### src/rtl/agc_fetch_decode_pkg.sv
`default_nettype none
// ============================================================================
// Module      : agc_pkg
// Description : Shared opcodes, special addresses, fetch constants and FSM
//               encoding for the AGC fetch/decode stage.
// Revision    : 1.0 - initial release
// ============================================================================
package agc_pkg;

    localparam logic [2:0]  C_OP_TC    = 3'd0;
    localparam logic [2:0]  C_OP_CCS   = 3'd1;
    localparam logic [2:0]  C_OP_CS    = 3'd4;
    localparam logic [2:0]  C_OP_INDEX = 3'd5;
    localparam logic [2:0]  C_OP_AD    = 3'd6;
    localparam logic [2:0]  C_OP_MASK  = 3'd7;

    localparam logic [11:0] C_ADDR_A   = 12'd0;
    localparam logic [11:0] C_ADDR_Q   = 12'd1;
    localparam logic [11:0] C_ADDR_Z   = 12'd2;
    localparam logic [11:0] C_ADDR_L   = 12'd3;

    localparam logic [14:0] C_EXTEND_WORD = 15'h0006;
    localparam logic [11:0] C_HALT_ADDR   = 12'hFFF;
    localparam logic [11:0] C_RESET_PC    = 12'h800;

    typedef enum logic [2:0] {
        ST_FETCH  = 3'd0,
        ST_WAIT   = 3'd1,
        ST_DECODE = 3'd2,
        ST_ISSUE  = 3'd3,
        ST_HALT   = 3'd4
    } state_e;

    typedef struct packed {
        logic [2:0]  opcode;
        logic [1:0]  qc;
        logic        periph;
        logic [11:0] addr12;
        logic [9:0]  addr10;
    } fields_t;

    // INDEX adds into the whole word; the carry out of bit 14 is discarded.
    function automatic logic [14:0] apply_index(input logic [14:0] raw,
                                                input logic [14:0] idx);
        return raw + idx;
    endfunction

endpackage
`default_nettype wire

### src/rtl/agc_fetch_decode_if.sv
`default_nettype none
// ============================================================================
// Module      : agc_fetch_decode_if
// Description : Memory, redirect/index and issue signals of the fetch stage.
// Revision    : 1.0 - initial release
// ============================================================================
interface agc_fetch_decode_if;

    logic [11:0] mem_addr;
    logic        mem_rd;
    logic [14:0] mem_rdata;
    logic        mem_rvalid;

    logic        pc_load;
    logic [11:0] pc_load_val;
    logic        index_load;
    logic [14:0] index_val;

    logic        issue_valid;
    logic        issue_ready;
    logic [2:0]  opcode;
    logic [1:0]  qc;
    logic        periph;
    logic [11:0] addr12;
    logic [9:0]  addr10;
    logic        extracode;
    logic [11:0] instr_pc;
    logic        halt;

    modport master (
        output mem_addr, mem_rd,
        input  mem_rdata, mem_rvalid,
        input  pc_load, pc_load_val, index_load, index_val,
        output issue_valid,
        input  issue_ready,
        output opcode, qc, periph, addr12, addr10, extracode, instr_pc, halt
    );

    modport slave (
        input  mem_addr, mem_rd,
        output mem_rdata, mem_rvalid,
        output pc_load, pc_load_val, index_load, index_val,
        input  issue_valid,
        output issue_ready,
        input  opcode, qc, periph, addr12, addr10, extracode, instr_pc, halt
    );

endinterface
`default_nettype wire

### src/rtl/agc_fetch_decode_word_decode.sv
`default_nettype none
// ============================================================================
// Module      : agc_word_decode
// Description : Combinational split of a 15-bit AGC word into its fields,
//               plus EXTEND and halt-word detection.
// Revision    : 1.0 - initial release
// ============================================================================
module agc_word_decode
    import agc_pkg::*;
#(
    parameter logic [14:0] EXTEND_WORD = C_EXTEND_WORD,
    parameter logic [11:0] HALT_ADDR   = C_HALT_ADDR
) (
    input  logic [14:0] word_i,
    output fields_t     fields_o,
    output logic        is_extend_o,
    output logic        is_halt_o
);

    always_comb begin
        fields_o.opcode = word_i[14:12];
        fields_o.qc     = word_i[11:10];
        fields_o.periph = word_i[9];
        fields_o.addr12 = word_i[11:0];
        fields_o.addr10 = word_i[9:0];
    end

    assign is_extend_o = (word_i == EXTEND_WORD);
    // Extracode qualification is applied by the caller, which owns ext_pending.
    assign is_halt_o   = (word_i[14:12] == C_OP_MASK) && (word_i[11:0] == HALT_ADDR);

endmodule
`default_nettype wire

### src/rtl/agc_fetch_decode.sv
`default_nettype none
// ============================================================================
// Module      : agc_fetch_decode
// Description : AGC fetch/decode stage: PC, single-outstanding memory read,
//               EXTEND/INDEX folding and valid/ready issue to the control unit.
// Revision    : 1.0 - initial release
// ============================================================================
module agc_fetch_decode
    import agc_pkg::*;
#(
    parameter logic [11:0] RESET_PC    = C_RESET_PC,
    parameter logic [14:0] EXTEND_WORD = C_EXTEND_WORD,
    parameter logic [11:0] HALT_ADDR   = C_HALT_ADDR
) (
    input  logic                      clk,
    input  logic                      rst,
    agc_fetch_decode_if.master        fd
);

    state_e      state_q,       state_d;
    logic [11:0] pc_q,          pc_d;
    logic [14:0] raw_q,         raw_d;
    logic        ext_pend_q,    ext_pend_d;
    logic        idx_pend_q,    idx_pend_d;
    logic [14:0] idx_reg_q,     idx_reg_d;
    logic        drop_q,        drop_d;
    logic        mem_rd_q,      mem_rd_d;
    logic [11:0] mem_addr_q,    mem_addr_d;
    logic        issue_valid_q, issue_valid_d;
    fields_t     fields_q,      fields_d;
    logic        extracode_q,   extracode_d;
    logic [11:0] instr_pc_q,    instr_pc_d;
    logic        halt_q,        halt_d;

    logic        w_idx_used;
    logic [14:0] w_word;
    fields_t     w_fields;
    logic        w_is_extend;
    logic        w_is_halt;

    assign w_idx_used = idx_pend_q && (raw_q != EXTEND_WORD);
    assign w_word     = w_idx_used ? apply_index(raw_q, idx_reg_q) : raw_q;

    agc_word_decode #(
        .EXTEND_WORD (EXTEND_WORD),
        .HALT_ADDR   (HALT_ADDR)
    ) u_word_decode (
        .word_i      (w_word),
        .fields_o    (w_fields),
        .is_extend_o (w_is_extend),
        .is_halt_o   (w_is_halt)
    );

    always_comb begin
        state_d       = state_q;
        pc_d          = pc_q;
        raw_d         = raw_q;
        ext_pend_d    = ext_pend_q;
        idx_pend_d    = idx_pend_q;
        idx_reg_d     = idx_reg_q;
        drop_d        = drop_q;
        mem_rd_d      = 1'b0;
        mem_addr_d    = mem_addr_q;
        issue_valid_d = issue_valid_q;
        fields_d      = fields_q;
        extracode_d   = extracode_q;
        instr_pc_d    = instr_pc_q;
        halt_d        = halt_q;

        if (fd.pc_load && (state_q != ST_HALT)) begin
            pc_d = fd.pc_load_val;
        end

        case (state_q)
            ST_FETCH: begin
                mem_rd_d   = 1'b1;
                mem_addr_d = fd.pc_load ? fd.pc_load_val : pc_q;
                state_d    = ST_WAIT;
            end
            ST_WAIT: begin
                // A response during the strobe cycle can only be a stale one from before reset.
                if (fd.mem_rvalid && !mem_rd_q) begin
                    if (drop_q || fd.pc_load) begin
                        drop_d  = 1'b0;
                        state_d = ST_FETCH;
                    end else begin
                        raw_d   = fd.mem_rdata;
                        state_d = ST_DECODE;
                    end
                end else if (fd.pc_load) begin
                    drop_d = 1'b1;
                end
            end
            ST_DECODE: begin
                if (fd.pc_load) begin
                    if (w_is_extend) begin
                        ext_pend_d = 1'b1;
                    end
                    state_d = ST_FETCH;
                end else begin
                    if (w_idx_used) begin
                        idx_pend_d = 1'b0;
                    end
                    if (w_is_extend) begin
                        ext_pend_d = 1'b1;
                        pc_d       = pc_q + 12'd1;
                        state_d    = ST_FETCH;
                    end else if (w_is_halt && !ext_pend_q) begin
                        halt_d  = 1'b1;
                        state_d = ST_HALT;
                    end else begin
                        fields_d      = w_fields;
                        extracode_d   = ext_pend_q;
                        instr_pc_d    = pc_q;
                        issue_valid_d = 1'b1;
                        state_d       = ST_ISSUE;
                    end
                end
            end
            ST_ISSUE: begin
                if (fd.issue_ready) begin
                    issue_valid_d = 1'b0;
                    ext_pend_d    = 1'b0;
                    pc_d          = fd.pc_load ? fd.pc_load_val : pc_q + 12'd1;
                    state_d       = ST_FETCH;
                end else if (fd.pc_load) begin
                    issue_valid_d = 1'b0;
                    state_d       = ST_FETCH;
                end
            end
            ST_HALT: begin
                state_d = ST_HALT;
            end
            default: begin
                state_d = ST_FETCH;
            end
        endcase

        if (fd.index_load) begin
            idx_reg_d  = fd.index_val;
            idx_pend_d = 1'b1;
        end
    end

    always_ff @(posedge clk or posedge rst) begin
        if (rst) begin
            state_q       <= ST_FETCH;
            pc_q          <= RESET_PC;
            raw_q         <= '0;
            ext_pend_q    <= 1'b0;
            idx_pend_q    <= 1'b0;
            idx_reg_q     <= '0;
            drop_q        <= 1'b0;
            mem_rd_q      <= 1'b0;
            mem_addr_q    <= '0;
            issue_valid_q <= 1'b0;
            fields_q      <= '0;
            extracode_q   <= 1'b0;
            instr_pc_q    <= '0;
            halt_q        <= 1'b0;
        end else begin
            state_q       <= state_d;
            pc_q          <= pc_d;
            raw_q         <= raw_d;
            ext_pend_q    <= ext_pend_d;
            idx_pend_q    <= idx_pend_d;
            idx_reg_q     <= idx_reg_d;
            drop_q        <= drop_d;
            mem_rd_q      <= mem_rd_d;
            mem_addr_q    <= mem_addr_d;
            issue_valid_q <= issue_valid_d;
            fields_q      <= fields_d;
            extracode_q   <= extracode_d;
            instr_pc_q    <= instr_pc_d;
            halt_q        <= halt_d;
        end
    end

    assign fd.mem_rd      = mem_rd_q;
    assign fd.mem_addr    = mem_addr_q;
    assign fd.issue_valid = issue_valid_q;
    assign fd.opcode      = fields_q.opcode;
    assign fd.qc          = fields_q.qc;
    assign fd.periph      = fields_q.periph;
    assign fd.addr12      = fields_q.addr12;
    assign fd.addr10      = fields_q.addr10;
    assign fd.extracode   = extracode_q;
    assign fd.instr_pc    = instr_pc_q;
    assign fd.halt        = halt_q;

endmodule
`default_nettype wire

### src/flat_wrapper.sv
// flat-port wrapper written by rule: the top's interface ports become plain ports
module agc_fetch_decode_flat import agc_pkg::*;
#(
    parameter logic [11:0] RESET_PC    = C_RESET_PC,
    parameter logic [14:0] EXTEND_WORD = C_EXTEND_WORD,
    parameter logic [11:0] HALT_ADDR   = C_HALT_ADDR
)
  (clk, rst, fd_mem_addr, fd_mem_rd, fd_mem_rdata, fd_mem_rvalid, fd_pc_load, fd_pc_load_val, fd_index_load, fd_index_val, fd_issue_valid, fd_issue_ready, fd_opcode, fd_qc, fd_periph, fd_addr12, fd_addr10, fd_extracode, fd_instr_pc, fd_halt);
  agc_fetch_decode_if fd_i ();
  input  logic clk;
  input  logic rst;
  output wire logic [$bits(fd_i.mem_addr)-1:0] fd_mem_addr;
  output wire logic [$bits(fd_i.mem_rd)-1:0] fd_mem_rd;
  input wire logic [$bits(fd_i.mem_rdata)-1:0] fd_mem_rdata;
  input wire logic [$bits(fd_i.mem_rvalid)-1:0] fd_mem_rvalid;
  input wire logic [$bits(fd_i.pc_load)-1:0] fd_pc_load;
  input wire logic [$bits(fd_i.pc_load_val)-1:0] fd_pc_load_val;
  input wire logic [$bits(fd_i.index_load)-1:0] fd_index_load;
  input wire logic [$bits(fd_i.index_val)-1:0] fd_index_val;
  output wire logic [$bits(fd_i.issue_valid)-1:0] fd_issue_valid;
  input wire logic [$bits(fd_i.issue_ready)-1:0] fd_issue_ready;
  output wire logic [$bits(fd_i.opcode)-1:0] fd_opcode;
  output wire logic [$bits(fd_i.qc)-1:0] fd_qc;
  output wire logic [$bits(fd_i.periph)-1:0] fd_periph;
  output wire logic [$bits(fd_i.addr12)-1:0] fd_addr12;
  output wire logic [$bits(fd_i.addr10)-1:0] fd_addr10;
  output wire logic [$bits(fd_i.extracode)-1:0] fd_extracode;
  output wire logic [$bits(fd_i.instr_pc)-1:0] fd_instr_pc;
  output wire logic [$bits(fd_i.halt)-1:0] fd_halt;
  assign fd_mem_addr = fd_i.mem_addr;
  assign fd_mem_rd = fd_i.mem_rd;
  assign fd_i.mem_rdata = fd_mem_rdata;
  assign fd_i.mem_rvalid = fd_mem_rvalid;
  assign fd_i.pc_load = fd_pc_load;
  assign fd_i.pc_load_val = fd_pc_load_val;
  assign fd_i.index_load = fd_index_load;
  assign fd_i.index_val = fd_index_val;
  assign fd_issue_valid = fd_i.issue_valid;
  assign fd_i.issue_ready = fd_issue_ready;
  assign fd_opcode = fd_i.opcode;
  assign fd_qc = fd_i.qc;
  assign fd_periph = fd_i.periph;
  assign fd_addr12 = fd_i.addr12;
  assign fd_addr10 = fd_i.addr10;
  assign fd_extracode = fd_i.extracode;
  assign fd_instr_pc = fd_i.instr_pc;
  assign fd_halt = fd_i.halt;
  agc_fetch_decode #(.RESET_PC(RESET_PC), .EXTEND_WORD(EXTEND_WORD), .HALT_ADDR(HALT_ADDR)) u_core (.clk(clk), .rst(rst), .fd(fd_i));
endmodule
### config.mk
export PLATFORM = sky130hd
export DESIGN_NAME = agc_fetch_decode_flat
export DESIGN_NICKNAME = d
export VERILOG_FILES = /design/src/rtl/agc_fetch_decode_pkg.sv /design/src/rtl/agc_fetch_decode_if.sv /design/src/rtl/agc_fetch_decode_word_decode.sv /design/src/rtl/agc_fetch_decode.sv /design/src/flat_wrapper.sv
export SDC_FILE = /design/constraint.sdc
export NUM_CORES = 1
export LEC_CHECK = 0
export ABC_AREA = 1
export BUFFER_PORTS_ARGS = -buffer_cell sky130_fd_sc_hd__buf_4
export CAP_MARGIN = 20
export CELL_PAD_IN_SITES_DETAIL_PLACEMENT = 1
export CELL_PAD_IN_SITES_GLOBAL_PLACEMENT = 1
export CORE_MARGIN = 5
export CORE_UTILIZATION = 44
export CTS_CLUSTER_DIAMETER = 80
export DETAILED_ROUTE_END_ITERATION = 8
export PLACE_DENSITY = 0.95
export SYNTH_ARGS = -nofsm -noshare
export SYNTH_HDL_FRONTEND = slang
export SYNTH_SLANG_ARGS = --single-unit
### constraint.sdc
create_clock -name clk -period 6.85 [get_ports clk]
set_input_delay 0.685 -clock clk [delete_from_list [all_inputs] [get_ports clk]]
set_output_delay 0.685 -clock clk [all_outputs]
set_load 0.005 [all_outputs]
# == Word-level counts from Yosys, hierarchy flattened ==
# Index checks and enable logic that the tools add are counted.
# classes
n_addsub,2
eq_ne,18
muxes,33
bitwise_logic,4
reduce_logical,21
# ops
cell,n
$mux 12,6
$pmux 12 s2,1
$mux 3,6
$add 15x15->15,1
$eq 15x3->1 const B,1
$mux 1,15
$mux 15,1
$ne 15x3->1 const B,1
$pmux 3 s5,1
$add 12x1->12 const B,1
$eq 12x12->1 const B,1
$ne 2x2->1 const B,6
$reduce_and 3->1,4
$reduce_and 4->1,2
$reduce_bool 2->1,4
$eq 3x2->1 const B,2
$eq 3x3->1 const B,2
$ne 3x3->1 const B,2
$logic_and 1x1->1,5
$reduce_and 5->1,1
$ne 2x1->1 const B,2
$not 1->1,4
$pmux 1 s2,2
$eq 3x1->1 const B,1
5 further kinds,6
# totals
register_bits,104
out_inout_bits,56

# == Logic depth before layout (Yosys ltp) ==
# Gate-level depths: netlist of run 1.
# depth
ltp_word,10
mapped_depth,22
mapped_depth_nobuf,20

# == By module ==
# Synthesis of run 1 repeated with hierarchy kept, for this count alone.
# unflattened
hier_cells,882
area_unflattened_um2,6216.0
# by_module_without_submodules
mod,instances,cells_each,area_each_um2
agc_fetch_decode,1,815,5850.6
agc_word_decode,1,67,365.4

# == Worst setup path after synthesis of run 1 ==
# No wires, ideal clock.
# synth_timing
kind,register to register
startpoint,register u_core.raw_q[0]
endpoint,"register u_core.instr_pc_q[2], in the netlist u_core.fd.instr_pc[2]"
setup_ps,122
t_arrival_ps,2452
setup_slack_ps,4276
stages_incl_launch_ff,22
n_path_buf,2
synth_period_minus_slack_ps,2574
path_cell_list,dfrtp_1 > ha_1 > inv_1 > fa_1 > inv_1 > nand3_1 > nand2_1 > nand2_1 > nand3b_1 > nand3_1 > nand2_1 > inv_1 > nand2_1 > nor2_1 > nand3_1 > nand2_1 > nor2_2 > clkinv_2 > buf_6 > buf_12 > nand2_4 > o21ai_2
# synth_via
elab_chain_cells,8
# synth_lines
element,line_no,text
from (decl),agc_fetch_decode.sv:22,"logic [14:0] raw_q, raw_d;"
from (signal assigned),agc_fetch_decode.sv:164,raw_q <= raw_d;
"parallel branches: the longest is 2 deep, another holds $add 15x15->15",--,
$mux 15 (*),agc_fetch_decode.sv:42,"assign w_word = w_idx_used ? apply_index(raw_q, idx_reg_q) : raw_q;"
$eq 12x12->1 or $eq 3x3->1 (tied branches),agc_fetch_decode_word_decode.sv:30,assign is_halt_o = (word_i[14:12] == C_OP_MASK) && (word_i[11:0] == HALT_ADDR);
$logic_and 1x1->1,agc_fetch_decode_word_decode.sv:30,
$logic_and 1x1->1,agc_fetch_decode.sv:108,end else if (w_is_halt && !ext_pend_q) begin
$not 1->1 (no source line),--,
$reduce_and 4->1 (no source line) (*),--,
to (signal assigned),agc_fetch_decode.sv:174,instr_pc_q <= instr_pc_d;
to (decl),agc_fetch_decode.sv:32,"logic [11:0] instr_pc_q, instr_pc_d;"
# Mark *: on every way between the ends.
# A chain may end at the register's enable or synchronous reset.

# == Worst setup path after layout of run 1 ==
# layout_timing
startpoint,register u_core.raw_q[0]
endpoint,"register u_core.fields_q, in the netlist u_core.fd.opcode[1]"
# layout_via
elab_chain_cells,8
# layout_lines
element,line_no,text
"parallel branches: the longest is 2 deep, another holds $add 15x15->15",--,
$mux 15 (*),agc_fetch_decode.sv:42,
$eq 12x12->1 or $eq 3x3->1 (tied branches),agc_fetch_decode_word_decode.sv:30,
$logic_and 1x1->1,agc_fetch_decode_word_decode.sv:30,
$logic_and 1x1->1,agc_fetch_decode.sv:108,
$not 1->1 (no source line),--,
$reduce_and 4->1 (no source line),--,
to (signal assigned),agc_fetch_decode.sv:172,fields_q <= fields_d;
to (decl),agc_fetch_decode.sv:30,"fields_t fields_q, fields_d;"
# Marks and branches as above.

==> results of run 1 <==
cells by family after synthesis:
logic type | share of synthesized area (%)
adders and majority gates | 3.43
and+or+nand+nor | 36.4
muxes | 2.21
AOI/OAI and AO/OA | 8.42
buffers and inverters | 10.3
xor gates and xnor gates | 1.59
DFF | 37.7
per-layer routing:
layer | GRT usage [%] | vias up | routed length [microns]
met4 | 7.26 | 0 | 357
met1 | 32.8 | 2950 | 8760
li1 | - | 2841 | -
met3 | 3.71 | 31 | 977
met2 | 40.2 | 185 | 9140
met5 | 0 | - | 0
flip-flops by register name (all words and copies together) (netlist names):
name,flops
u_core.drop_q,1
u_core.ext_pend_q,1
u_core.fd.addr10,9
u_core.fd.addr12,2
u_core.fd.extracode,1
u_core.fd.halt,1
u_core.fd.instr_pc,12
u_core.fd.issue_valid,1
u_core.fd.mem_addr,12
u_core.fd.mem_rd,1
u_core.fd.opcode,3
u_core.fd.qc,1
u_core.idx_pend_q,1
u_core.idx_reg_q,15
u_core.pc_q,12
u_core.raw_q,15
u_core.state_q,3
worst paths after layout:
path | from | to | slack, ns
setup / recovery | u_core.raw_q[0] | u_core.fd.opcode[1] | 2.65
hold / removal | rst | u_core.fd.mem_rd | 0.33
setup reg to reg | u_core.raw_q[0] | u_core.fd.opcode[1] | 2.65
hold reg to reg | u_core.idx_reg_q[3] | u_core.idx_reg_q[3] | 0.49
max in group asynchronous | rst | u_core.raw_q[12] | 5.29
min in group clk | u_core.idx_reg_q[3] | u_core.idx_reg_q[3] | 0.49
cells in the final DEF (no fill, tap or decap), types with 3 or more instances in the layout:
master / instances
nand2_2: 3
ha_1: 15
a32oi_1: 6
a21oi_1: 14
buf_4: 105
nand3_1: 72
xor2_1: 9
o31ai_1: 3
nand4_1: 19
o21ai_0: 44
inv_1: 92
nor3_1: 4
nand2_1: 301
dfrtp_1: 90
nor2_1: 61
or2_2: 10
nand2_4: 12
mux2_2: 11
clkbuf_16: 9
nor2_4: 4
o21ai_2: 10
critical path: cells and delay by family, from the launching register on:
kind | cells | cell delay, ns
and+or+nand+nor | 12 | 1.45
buffers and inverters | 3 | 1.03
adders and majority gates | 2 | 0.72
AOI/OAI and AO/OA | 1 | 0.44
DFF | 1 | 0.41
final cells by class:
type / instances / area, sq um
Fill cell: 1753 / 6260
Multi-Input combinational cell: 621 / 3150
Sequential cell: 91 / 2280
Timing Repair Buffer: 105 / 788
Inverter: 96 / 363
Clock buffer: 10 / 229
Tap cell: 176 / 220
Clock inverter: 5 / 63.8
where the power goes:
part	total [mW]	internal [mW]	switching, mW
clock	0.507	0.284	0.224
sequential	0.969	0.753	0.216
combinational	1.60	0.624	0.972
total	3.07	1.66	1.41
==> results.sh, run 1 <==
export IMPL_clk_path_buf_depth=2
export IMPL_cp_max_fo=48
export IMPL_route_detailed_drc=0
export IMPL_grt_pass1_vias=6300
export IMPL_antenna_found_initial=0
export IMPL_diodes=0
export IMPL_netlist_instances=850
export IMPL_yosysSeqAreaShare_pct=37.7
export IMPL_synth_seq_cells=91
export IMPL_ys_async_sr_fraction_pct=100
export IMPL_timing_setup_tns_ns=0
export IMPL_ios=104
export IMPL_die_y_microns=127
export IMPL_routed_wl_microns=19200
export IMPL_hold_path_class="input pin to asynchronous set/reset pin"
export IMPL_hold_violations=0
export IMPL_dpl_cell_count=1089
export IMPL_synth_area_top_cells="dfrtp_1, nand2_1, nand3_1"
export IMPL_fin_ws_ns=2.65
export IMPL_yosysMostFrequentCell="nand2_1"
export IMPL_critPathArrivalTime_ns=4.45
export IMPL_fin_cells=1104
export IMPL_hold_buffers=0
export IMPL_finalInstanceArea_sq_um=7090
export IMPL_total_power_mw=3.07
export IMPL_worstRegToRegCells=18
export IMPL_via_count=6007
export IMPL_cts_sinks=91
export IMPL_post_dp_cell_area_sq_um=6800
export IMPL_yosysTopAreaCell="dfrtp_1"
export IMPL_worstSetupEndpointType="flip-flop"
export IMPL_drv_slew=0
export IMPL_cp_required_ns=7.09
export IMPL_worstMarginPinSlew_ns=1.01
export IMPL_cts_buffers=9
export IMPL_synth_avg_cell_area_sq_um=7.11
export IMPL_powerDensity_nw_per_um2=433
export IMPL_post_place_ws_ns=2.72
export IMPL_dp_hpwl_microns=13900
export IMPL_fin_skew_ns=0.0110
export IMPL_yosysTopAreaCellShare_pct=37.2
export IMPL_die_area_sq_um=16200
export IMPL_synthesis_area_sq_um=6050
export IMPL_slowest_stage="clkinv_2"
export IMPL_core_sq_um=13300
export IMPL_overflow=0
export IMPL_via_per_inst=5.44
export IMPL_finalCriticalPeriod_ns=4.20
export IMPL_critPathMaxStageDelay_ns=0.81
export IMPL_drive_gt1_share_pct=19.3
export IMPL_max_freq_ghz=0.238
export IMPL_critPathLaunchType="flip-flop"
export IMPL_port_buffers=103
export IMPL_timing_hold_ws_ns=0.331
export IMPL_ys_top_cells_by_count="nand2_1, inv_1, dfrtp_1"
export IMPL_cts_tree="yes"
export IMPL_grtUsageTotal_pct=24.2
export IMPL_wire_per_inst_microns=17.4
export IMPL_cts_setup_buffers=0
export IMPL_initial_utilization_pct=45.3
export IMPL_p_leak_nw=3.76
export IMPL_ir_worst_vdd_uv=179
export IMPL_final_core_util_pct=53.1
export IMPL_slew_headroom_pct=32.3
export IMPL_cts_root_buffer="clkbuf_16"
export IMPL_grt_pass1_wl_microns=31800
export IMPL_cts_resized=0
export IMPL_drtIter0Drc=372
export IMPL_grt_max_degree=66
export IMPL_crit_chain="ha_1 -> inv_1 -> fa_1 -> inv_1 -> nand3_1 -> nand2_1 -> nand3_1 -> nand3_1 -> nand2_1 -> nand3_1 -> nand2_1 -> nand2_1 -> nor2_1 -> nand3_1 -> nand2_1 -> nor2_2 -> clkinv_2 -> o21ai_0"
export IMPL_clk_pin_slew_ns=0.06
export IMPL_path_class="flip-flop to flip-flop"
export IMPL_syn2layout_area_growth_pct=17.2
export IMPL_ant_nets=0
export IMPL_place_congestion=0.860
export IMPL_yosys_warnings=0
export IMPL_synth_edf_count=0
export IMPL_yosysUniqueCellTypes=43
export IMPL_placement_rows=42
export IMPL_cts_max_level=3
export IMPL_clock_latency_ns=0.36
export IMPL_cap_violations=0
export IMPL_die_w_microns=127
export IMPL_setup_viol=0
export IMPL_post_route_period_util_pct=61.3
export IMPL_rsz0062_at_grt="no"
export IMPL_synthFlopType="dfrtp_1"
export IMPL_status="finished clean"
export IMPL_syn_nets=914
export IMPL_drt_first_pass_iters=5
export IMPL_final_nets=988
(Power assumes the default switching activity.)
==> run 2: changes to the inputs <==
--- a/config.mk
+++ b/config.mk
@@ -11,10 +11,10 @@
 export CELL_PAD_IN_SITES_DETAIL_PLACEMENT = 1
 export CELL_PAD_IN_SITES_GLOBAL_PLACEMENT = 1
 export CORE_MARGIN = 5
-export CORE_UTILIZATION = 44
+export CORE_UTILIZATION = 37
 export CTS_CLUSTER_DIAMETER = 80
 export DETAILED_ROUTE_END_ITERATION = 8
-export PLACE_DENSITY = 0.95
+export PLACE_DENSITY = 0.88
 export SYNTH_ARGS = -nofsm -noshare
 export SYNTH_HDL_FRONTEND = slang
 export SYNTH_SLANG_ARGS = --single-unit
==> constraint.sdc (replaced) <==
create_clock -name clk -period 3.59 [get_ports clk]
set_input_delay 0.359 -clock clk [delete_from_list [all_inputs] [get_ports clk]]
set_output_delay 0.359 -clock clk [all_outputs]
set_load 0.005 [all_outputs]
==> results.sh, run 2 (same netlist as run 1, synthesis figures left out) <==
export IMPL_status="finished clean"
export IMPL_die_area_sq_um=19000
export IMPL_ios=104
export IMPL_finalInstanceArea_sq_um=7320
export IMPL_fin_cells=1160
export IMPL_cap_violations=0
export IMPL_clk_pin_slew_ns=0.08
export IMPL_slew_headroom_pct=30.2
export IMPL_wire_per_inst_microns=17.1
export IMPL_cts_buffers=9
export IMPL_via_per_inst=5.17
export IMPL_post_dp_cell_area_sq_um=6980
export IMPL_rsz0062_at_grt="no"
export IMPL_dp_hpwl_microns=14700
export IMPL_crit_chain="ha_1 -> or2_1 -> nand3_2 -> nand2_1 -> nand2_1 -> nand2_1 -> nand2_1 -> nand2_1 -> nor2_1 -> nand2_1 -> nor2_4 -> nand3_1 -> nand2_1 -> nor2_4 -> clkinv_4 -> buf_12 -> nand2_1 -> nand2_1"
export IMPL_cp_max_fo=20
export IMPL_path_buf_inv=2
export IMPL_placement_rows=46
export IMPL_cp_depth=18
export IMPL_fin_ws_ns=0.371
export IMPL_final_common_cell="nand2_1"
export IMPL_drv_slew=0
export IMPL_post_place_ws_ns=0.0840
export IMPL_worstMarginPinSlew_ns=1.05
export IMPL_initial_utilization_pct=37.9
export IMPL_fin_skew_ns=0.0182
export IMPL_cts_tree="yes"
export IMPL_critPathMaxStageDelay_ns=0.43
export IMPL_worstRegToRegCells=18
export IMPL_grt_max_degree=92
export IMPL_cp_required_ns=3.89
export IMPL_critPathArrivalTime_ns=3.52
export IMPL_p_leak_nw=3.86
export IMPL_clock_latency_ns=0.37
export IMPL_timing_hold_ws_ns=0.0585
export IMPL_die_y_microns=138
export IMPL_cpMostUsedCell="nand2_1"
export IMPL_cp_top_family="simple AND/OR/NAND/NOR gates"
export IMPL_place_congestion=0.876
export IMPL_core_sq_um=15900
export IMPL_die_w_microns=138
export IMPL_critPathLaunchType="flip-flop"
export IMPL_clk_path_buf_depth=2
export IMPL_worstSetupEndpointType="flip-flop"
export IMPL_grt_pass1_vias=6351
export IMPL_route_detailed_drc=0
export IMPL_post_route_period_util_pct=89.7
export IMPL_syn2layout_area_growth_pct=21.1
export IMPL_drive_gt1_share_pct=20.8
export IMPL_setup_viol=0
export IMPL_max_freq_ghz=0.311
export IMPL_path_class="flip-flop to flip-flop"
export IMPL_diodes=0
export IMPL_hold_path_class="input pin to asynchronous set/reset pin"
export IMPL_cts_root_buffer="clkbuf_16"
export IMPL_powerDensity_nw_per_um2=819
export IMPL_grt_pass1_wl_microns=32000
export IMPL_final_nets=1003
export IMPL_drtIter0Drc=327
export IMPL_top_regs="u_core.idx_reg_q (15), u_core.raw_q (15)"
export IMPL_port_buffers=103
export IMPL_cts_sinks=91
export IMPL_ir_worst_vdd_uv=289
export IMPL_slowest_stage="dfrtp_1"
export IMPL_timing_setup_tns_ns=0
export IMPL_routed_wl_microns=19800
export IMPL_dpl_cell_count=1142
export IMPL_finalCriticalPeriod_ns=3.22
export IMPL_overflow=0
export IMPL_antenna_found_initial=0
export IMPL_final_core_util_pct=45.9
export IMPL_hold_violations=0
export IMPL_via_count=5994
export IMPL_cts_max_level=3
export IMPL_layout_common_cells="nand2_1, buf_4, inv_1"
export IMPL_total_power_mw=6.00
export IMPL_grtUsageTotal_pct=21.5
export IMPL_nFillCells=2050
export IMPL_drt_first_pass_iters=4
export IMPL_ant_nets=0
## run 2: worst paths after layout
check	from	endpoint	slack (ns)
max in group asynchronous	rst	u_core.raw_q[10]	3.05
hold / removal	rst	u_core.fd.mem_addr[0]	0.06
hold reg to reg	u_core.idx_reg_q[8]	u_core.idx_reg_q[8]	0.48
setup / recovery	u_core.raw_q[2]	u_core.fd.instr_pc[0]	0.37
setup reg to reg	u_core.raw_q[2]	u_core.fd.instr_pc[0]	0.37
min in group clk	fd_index_val[2]	u_core.idx_reg_q[2]	0.19
## run 2: final cells by class
type,count,area [sq um],area share (%)
multi-input cells,621,3150,43.0
flip-flops and latches,91,2280,31.1
repair buffers,120,938,12.8
inverters,96,367,5.01
well taps,216,270,3.69
clock buffers,9,225,3.08
clock inverters,7,92.6,1.26
## run 2: what timing repair did
action / 4_1_cts / 5_1_grt
setup endpoints to repair: 6 / 29
pin swaps: 0 / 1
hold buffers: 0 / 0
resized for setup: 1 / 1
buffers inserted: 0 / 2
## run 2: worst register-to-register path, stage by stage (launching register included)
cell      delay, ns
dfrtp_1        0.43
ha_1           0.43
or2_1          0.33
nand3_2        0.09
nand2_1        0.11
nand2_1        0.08
nand2_1        0.06
nand2_1        0.05
nand2_1        0.10
nor2_1         0.11
nand2_1        0.09
nor2_4         0.35
nand3_1        0.18
nand2_1        0.17
nor2_4         0.09
clkinv_4       0.16
buf_12         0.20
nand2_1        0.08
nand2_1        0.06
## run 2: routing by layer
| layer | global-route usage (%) | part of all wire [%] | vias to the layer above |
|---|---|---|---|
| met3 | 3.73 | 6.0 | 33 |
| met4 | 8.12 | 2.4 | 0 |
| met2 | 35.1 | 47 | 164 |
| met1 | 28.3 | 45 | 2931 |
| li1 | - | - | 2866 |
| met5 | 0 | 0 | - |
## run 2: power by group
group / leakage [nW] / total (mW) / internal, mW / switching [mW]
combinational: 2.61 / 3.11 / 1.25 / 1.86
sequential: 1.11 / 1.85 / 1.44 / 0.414
clock: 0.149 / 1.04 / 0.558 / 0.482
total: 3.86 / 6.00 / 3.24 / 2.75
